==> config.mk <==
export PLATFORM = sky130hd
export DESIGN_NAME = add_result_buffer
export DESIGN_NICKNAME = d
export VERILOG_FILES = /design/src/rtl/add_result_buffer.sv
export SDC_FILE = /design/constraint.sdc
export NUM_CORES = 1
export LEC_CHECK = 0
export CAP_MARGIN = 20
export CELL_PAD_IN_SITES_DETAIL_PLACEMENT = 0
export CELL_PAD_IN_SITES_GLOBAL_PLACEMENT = 1
export CORE_MARGIN = 2
export CORE_UTILIZATION = 40
export CTS_BUF_LIST = sky130_fd_sc_hd__clkbuf_16
export DETAILED_ROUTE_END_ITERATION = 16
export GPL_TIMING_DRIVEN = 0
export PLACE_DENSITY = 0.66
export SYNTH_ARGS = -nofsm -noshare
export SYNTH_HDL_FRONTEND = slang
export SYNTH_SLANG_ARGS = --single-unit
==> constraint.sdc <==
create_clock -name CLK -period 7.9 [get_ports CLK]
set_input_delay 1.58 -clock CLK [delete_from_list [all_inputs] [get_ports CLK]]
set_output_delay 1.58 -clock CLK [all_outputs]
set_load 0.01 [all_outputs]
==> src/rtl/add_result_buffer.sv <==
// add_result_buffer: 4-entry in-order FIFO holding {carry,sum} adder results.
// Ports: CLK/RST (sync, active-high), in_valid/S_in/C_in/in_ready push side,
// iso_en (isolate upstream), ret_en (freeze state, wins over RST),
// out_valid/out_ready/out_sum/out_carry pop side, count (0..4).
// Optional: define ADDBUF_DROP_CNT_EN to add drop_cnt[7:0], a saturating
// count of cycles where a valid, non-isolated input was refused.
module add_result_buffer (
  input  logic        CLK,
  input  logic        RST,
  input  logic        in_valid,
  input  logic [31:0] S_in,
  input  logic        C_in,
  output logic        in_ready,
  input  logic        iso_en,
  input  logic        ret_en,
  output logic        out_valid,
  input  logic        out_ready,
  output logic [31:0] out_sum,
  output logic        out_carry,
  output logic [2:0]  count
`ifdef ADDBUF_DROP_CNT_EN
  ,
  output logic [7:0]  drop_cnt
`endif
);

  logic [32:0] mem_q [4];
  logic [32:0] mem_d [4];
  logic [1:0]  wr_ptr_q, wr_ptr_d;
  logic [1:0]  rd_ptr_q, rd_ptr_d;
  logic [2:0]  count_q, count_d;
  logic        full, empty;
  logic        push, pop;

  always_comb begin
    full      = (count_q == 3'd4);
    empty     = (count_q == 3'd0);
    in_ready  = !full && !ret_en;
    out_valid = !empty && !ret_en;
    // iso_en gates first so an X on in_valid cannot leak into state
    push      = !iso_en && in_valid && in_ready;
    pop       = out_valid && out_ready;
    count     = count_q;
    {out_carry, out_sum} = empty ? 33'd0 : mem_q[rd_ptr_q];
  end

  always_comb begin
    mem_d    = mem_q;
    wr_ptr_d = wr_ptr_q;
    rd_ptr_d = rd_ptr_q;
    count_d  = count_q;
    if (push) begin
      mem_d[wr_ptr_q] = {C_in, S_in};
      wr_ptr_d        = wr_ptr_q + 2'd1;
    end
    if (pop) begin
      rd_ptr_d = rd_ptr_q + 2'd1;
    end
    unique case ({push, pop})
      2'b10:   count_d = count_q + 3'd1;
      2'b01:   count_d = count_q - 3'd1;
      default: count_d = count_q;
    endcase
  end

  // Retention outranks reset; a reset cycle drops any push/pop.
  always_ff @(posedge CLK) begin
    if (RST && !ret_en) begin
      wr_ptr_q <= 2'd0;
      rd_ptr_q <= 2'd0;
      count_q  <= 3'd0;
    end else begin
      wr_ptr_q <= wr_ptr_d;
      rd_ptr_q <= rd_ptr_d;
      count_q  <= count_d;
    end
  end

  // Storage is never cleared; pointers/count define validity.
  always_ff @(posedge CLK) begin
    if (!RST) begin
      mem_q <= mem_d;
    end
  end

`ifdef ADDBUF_DROP_CNT_EN
  logic [7:0] drop_cnt_q, drop_cnt_d;

  always_comb begin
    drop_cnt_d = drop_cnt_q;
    if (!ret_en && in_valid && !iso_en && !in_ready &&
        drop_cnt_q != 8'hFF) begin
      drop_cnt_d = drop_cnt_q + 8'd1;
    end
    drop_cnt = drop_cnt_q;
  end

  always_ff @(posedge CLK) begin
    if (RST && !ret_en) begin
      drop_cnt_q <= 8'd0;
    end else begin
      drop_cnt_q <= drop_cnt_d;
    end
  end
`endif

endmodule

==> results.md <==
- Outcome: completed
- Worst Path Max Fanout: 9
- Synth top area share: 0.721
- Vias in the first global route: between 2,000 and 3,000
- Avg WL per Cell: 17.4 um
- Clock skew: 0.00556 ns
- Crit Reg-Reg Startpoint: count[0]$_SDFFE_PP0P_
- Post-synthesis register bit count: 139
- Cell count of the worst reg-to-reg path: 6
- FFs w/ async S/R, synth: 0
- Cells after DPL: 523
- Largest stage delay, worst path: 0.55 ns
- Clock power frac: 0.337
- Hold Crit Depth: 2
- Nets: 412
- Ant. Diodes: 0
- Worst EP required: about 6.3 ns
- Via density: roughly 4.8
- Tmin final: 4.41 ns
- Synth unique cells: 28
- Initial core utilization: 0.412
- Top-count cell post-synth: edfxtp_1
- Core Area: 0.0133 mm2
- Final setup violation count: 0
- CP Launch Type: input pin
- Largest net degree at the start of global routing: 17
- Reg2reg end: mem_q[80]$_DFFE_PP_
- Post-CTS Setup Inserts: 0
- RSZ-0062 raised after global routing: no
- Critical Path Most Common Cell: clkdlybuf4s50_1
- Die Y-Extent: 121 um
- Hold Buf Count CTS: 0
- CP Cell Sequence: clkdlybuf4s50_1 > nor2_1 > clkdlybuf4s50_1
- Global-route wire length before repair: about 15 mm
- Port buffer count: 76
- GRT Overall Usage: 0.145
- CP endpoint kind: output port
- Final wirelength: between 9 and 10 mm
- Synthesized area per cell: 20.9 um2
- Syn_nets: 308
- WHS Endpoint: wr_ptr_q[1]$_SDFFE_PP0P_
- Switching power: 558 uW
- Die Width: 121 um
- WS Path Type: in -> out
- Clk sinks: 139
- Worst hold path startpoint: wr_ptr_q[1]$_SDFFE_PP0P_
- FF-to-FF setup slack: 5.44 ns
- Hold WS: 0.509 ns
- Row count: between 40 and 50
- Layout Cells excl Fill: 556
- CTS Buf Count: 17
- Synth Flop Type: edfxtp_1
- Buffers & Inverters on Critical Path: 2
- Max-cap viol count: 0
- RePlAce Congestion: 0.666
- Root Driver: clkbuf_16
- Synth Instances: 263
- Final hold violation count: 0
- DRC viols: 0
- Worst-skew pair later-pin latency: about 0.40 ns
- I/O pins: 77
- Fin crit share: 0.558
- GRT overflow: 0
- Synth warn: 0
- Total number of vias: 2,681
- Pwr dens: 308 mW/mm2
- Most instantiated cells after synthesis: 132 x edfxtp_1, 33 x mux4_2, 21 x and2b_1, 13 x nor2b_1, 7 x dfxtp_1
- CTS Buffer Depth: 2
- Combinational Power Share: 0.286
- Initial antenna violation count: 0
- Slew Viols, Final: 0
- Synth area leader: edfxtp_1
- Critical Path Slowest Stage Cell: clkdlybuf4s50_1
- Top delay family on crit path: buffers and inverters
- Iter 0 DRT Violations: 184
- Detailed placer's ending HPWL: around 6.4 mm
- CTS H-tree lvls: 4
- Total power: 2240 uW
- F_max: approximately 230 MHz
- Cell area after synthesis: 0.00550 mm2
- PostCTS Resize Cnt: 0
- Worst hold-check path type: reg -> reg
- Reg power frac: 0.377
- Final setup TNS: 0 ns
- Share of cells above drive strength 1: 0.205
- Drt first pass iters: 4
- Switch share: 0.249
- Number of routed nets with antenna violations: 0
- Max-slew headroom: 0.555
- Internal Power: 1680 uW
- Worst VDD drop: 0.000134 V
- Synth area leaders: edfxtp_1 72%, mux4_2 14%, and2b_1 2.9%, dfxtp_1 2.6%, nor2b_1 1.5%
- Reg clk slew, reported paths: 0.05 ns
- Fillcell total: 1,117
- Post-synthesis sequential area ratio: 0.747
- Least-Margin Pin Slew: 0.667 ns
- Area Overhead vs Synth: 32.0%
- Leak Pwr: ~0.0024 uW
- Post-synth EDFFs: 132
- Die area: around 0.015 mm2
- CTS tree: built
- CP arrival: 2.83 ns
==> power by group through the flow <==
stage	registers, uW	clock network (uW)	logic [uW]
2_1_floorplan	858	0	342
3_3_place_gp	858	0	643
3_5_place_dp	858	0	651
4_1_cts	843	769	654
5_1_grt	845	802	695
6_report	843	753	639
==> worst min-delay path: cells and delay by family, from the launching register on <==
family / cells / cell delay (ns)
mux: 1 / 0.06
flops: 1 / 0.34
simple gates: 1 / 0.07
==> worst max-delay path by stage <==
stage / startpoint / to / cells past startpoint
final: ret_en / in_ready / 3
after CTS: count[2]$_SDFFE_PP0P_ / out_sum[6] / 4
after detailed placement: ret_en / out_valid / 3
after floorplan: iso_en / mem_q[0]$_DFFE_PP_ / 3
after global routing: ret_en / in_ready / 3
after global placement: ret_en / mem_q[74]$_DFFE_PP_ / 4
==> area by class of cell <==
cell class	count	area [um2]	area share
Sequential cell	139	4100	0.566
Multi-Input combinational cell	107	1320	0.182
Timing Repair Buffer	85	948	0.131
Clock buffer	17	425	0.0586
Tap cell	176	220	0.0304
Clock inverter	15	140	0.0193
Buffer	12	78.8	0.0109
Inverter	5	18.8	0.00259
==> kinds of logic after synthesis <==
| logic type | count (synthesis) | synth area share |
|---|---|---|
| mux | 35 | 0.139 |
| flops | 139 | 0.747 |
| fa+ha+maj | 6 | 0.0150 |
| compound gates | 7 | 0.00729 |
| buf+inv | 17 | 0.0178 |
| xor+xnor | 2 | 0.00319 |
| simple gates | 57 | 0.0710 |
==> per-stage QoR <==
| stage | cell area (um2) | setup WS, ns | util |
|---|---|---|---|
| 6_report | 7250 | 3.49 | 0.543 |
| 5_1_grt | 7250 | 3.42 | 0.543 |
| 4_1_cts | 7250 | 3.31 | 0.543 |
| 3_5_place_dp | 6680 | 3.49 | 0.501 |
| 3_3_place_gp | 6480 | 2.17 | 0.485 |
| 2_1_floorplan | 5500 | 3.85 | - |
==> routing by layer <==
layer / global-route usage / part of all wire / up-vias
met4: 0.0568 / 0.012 / 0
li1: - / - / 1266
met2: 0.246 / 0.53 / 57
met5: 0 / 0 / -
met1: 0.171 / 0.41 / 1349
met3: 0.0456 / 0.041 / 9
==> layout by cell type (no fill, tap or decap), types with 6 or more instances in the layout <==
cell and count:
edfxtp_1 132, dfxtp_1 7, mux4_2 33, clkbuf_16 17, nor2_1 6, inv_1 8
and2b_1 21, clkdlybuf4s50_1 76, nor2b_1 13
==> registers in the layout, summed over array words and instances (netlist names) <==
signal    flops
count         3
mem_q       132
rd_ptr_q      2
wr_ptr_q      2
Note: power is estimated with default switching activity, not from simulation.
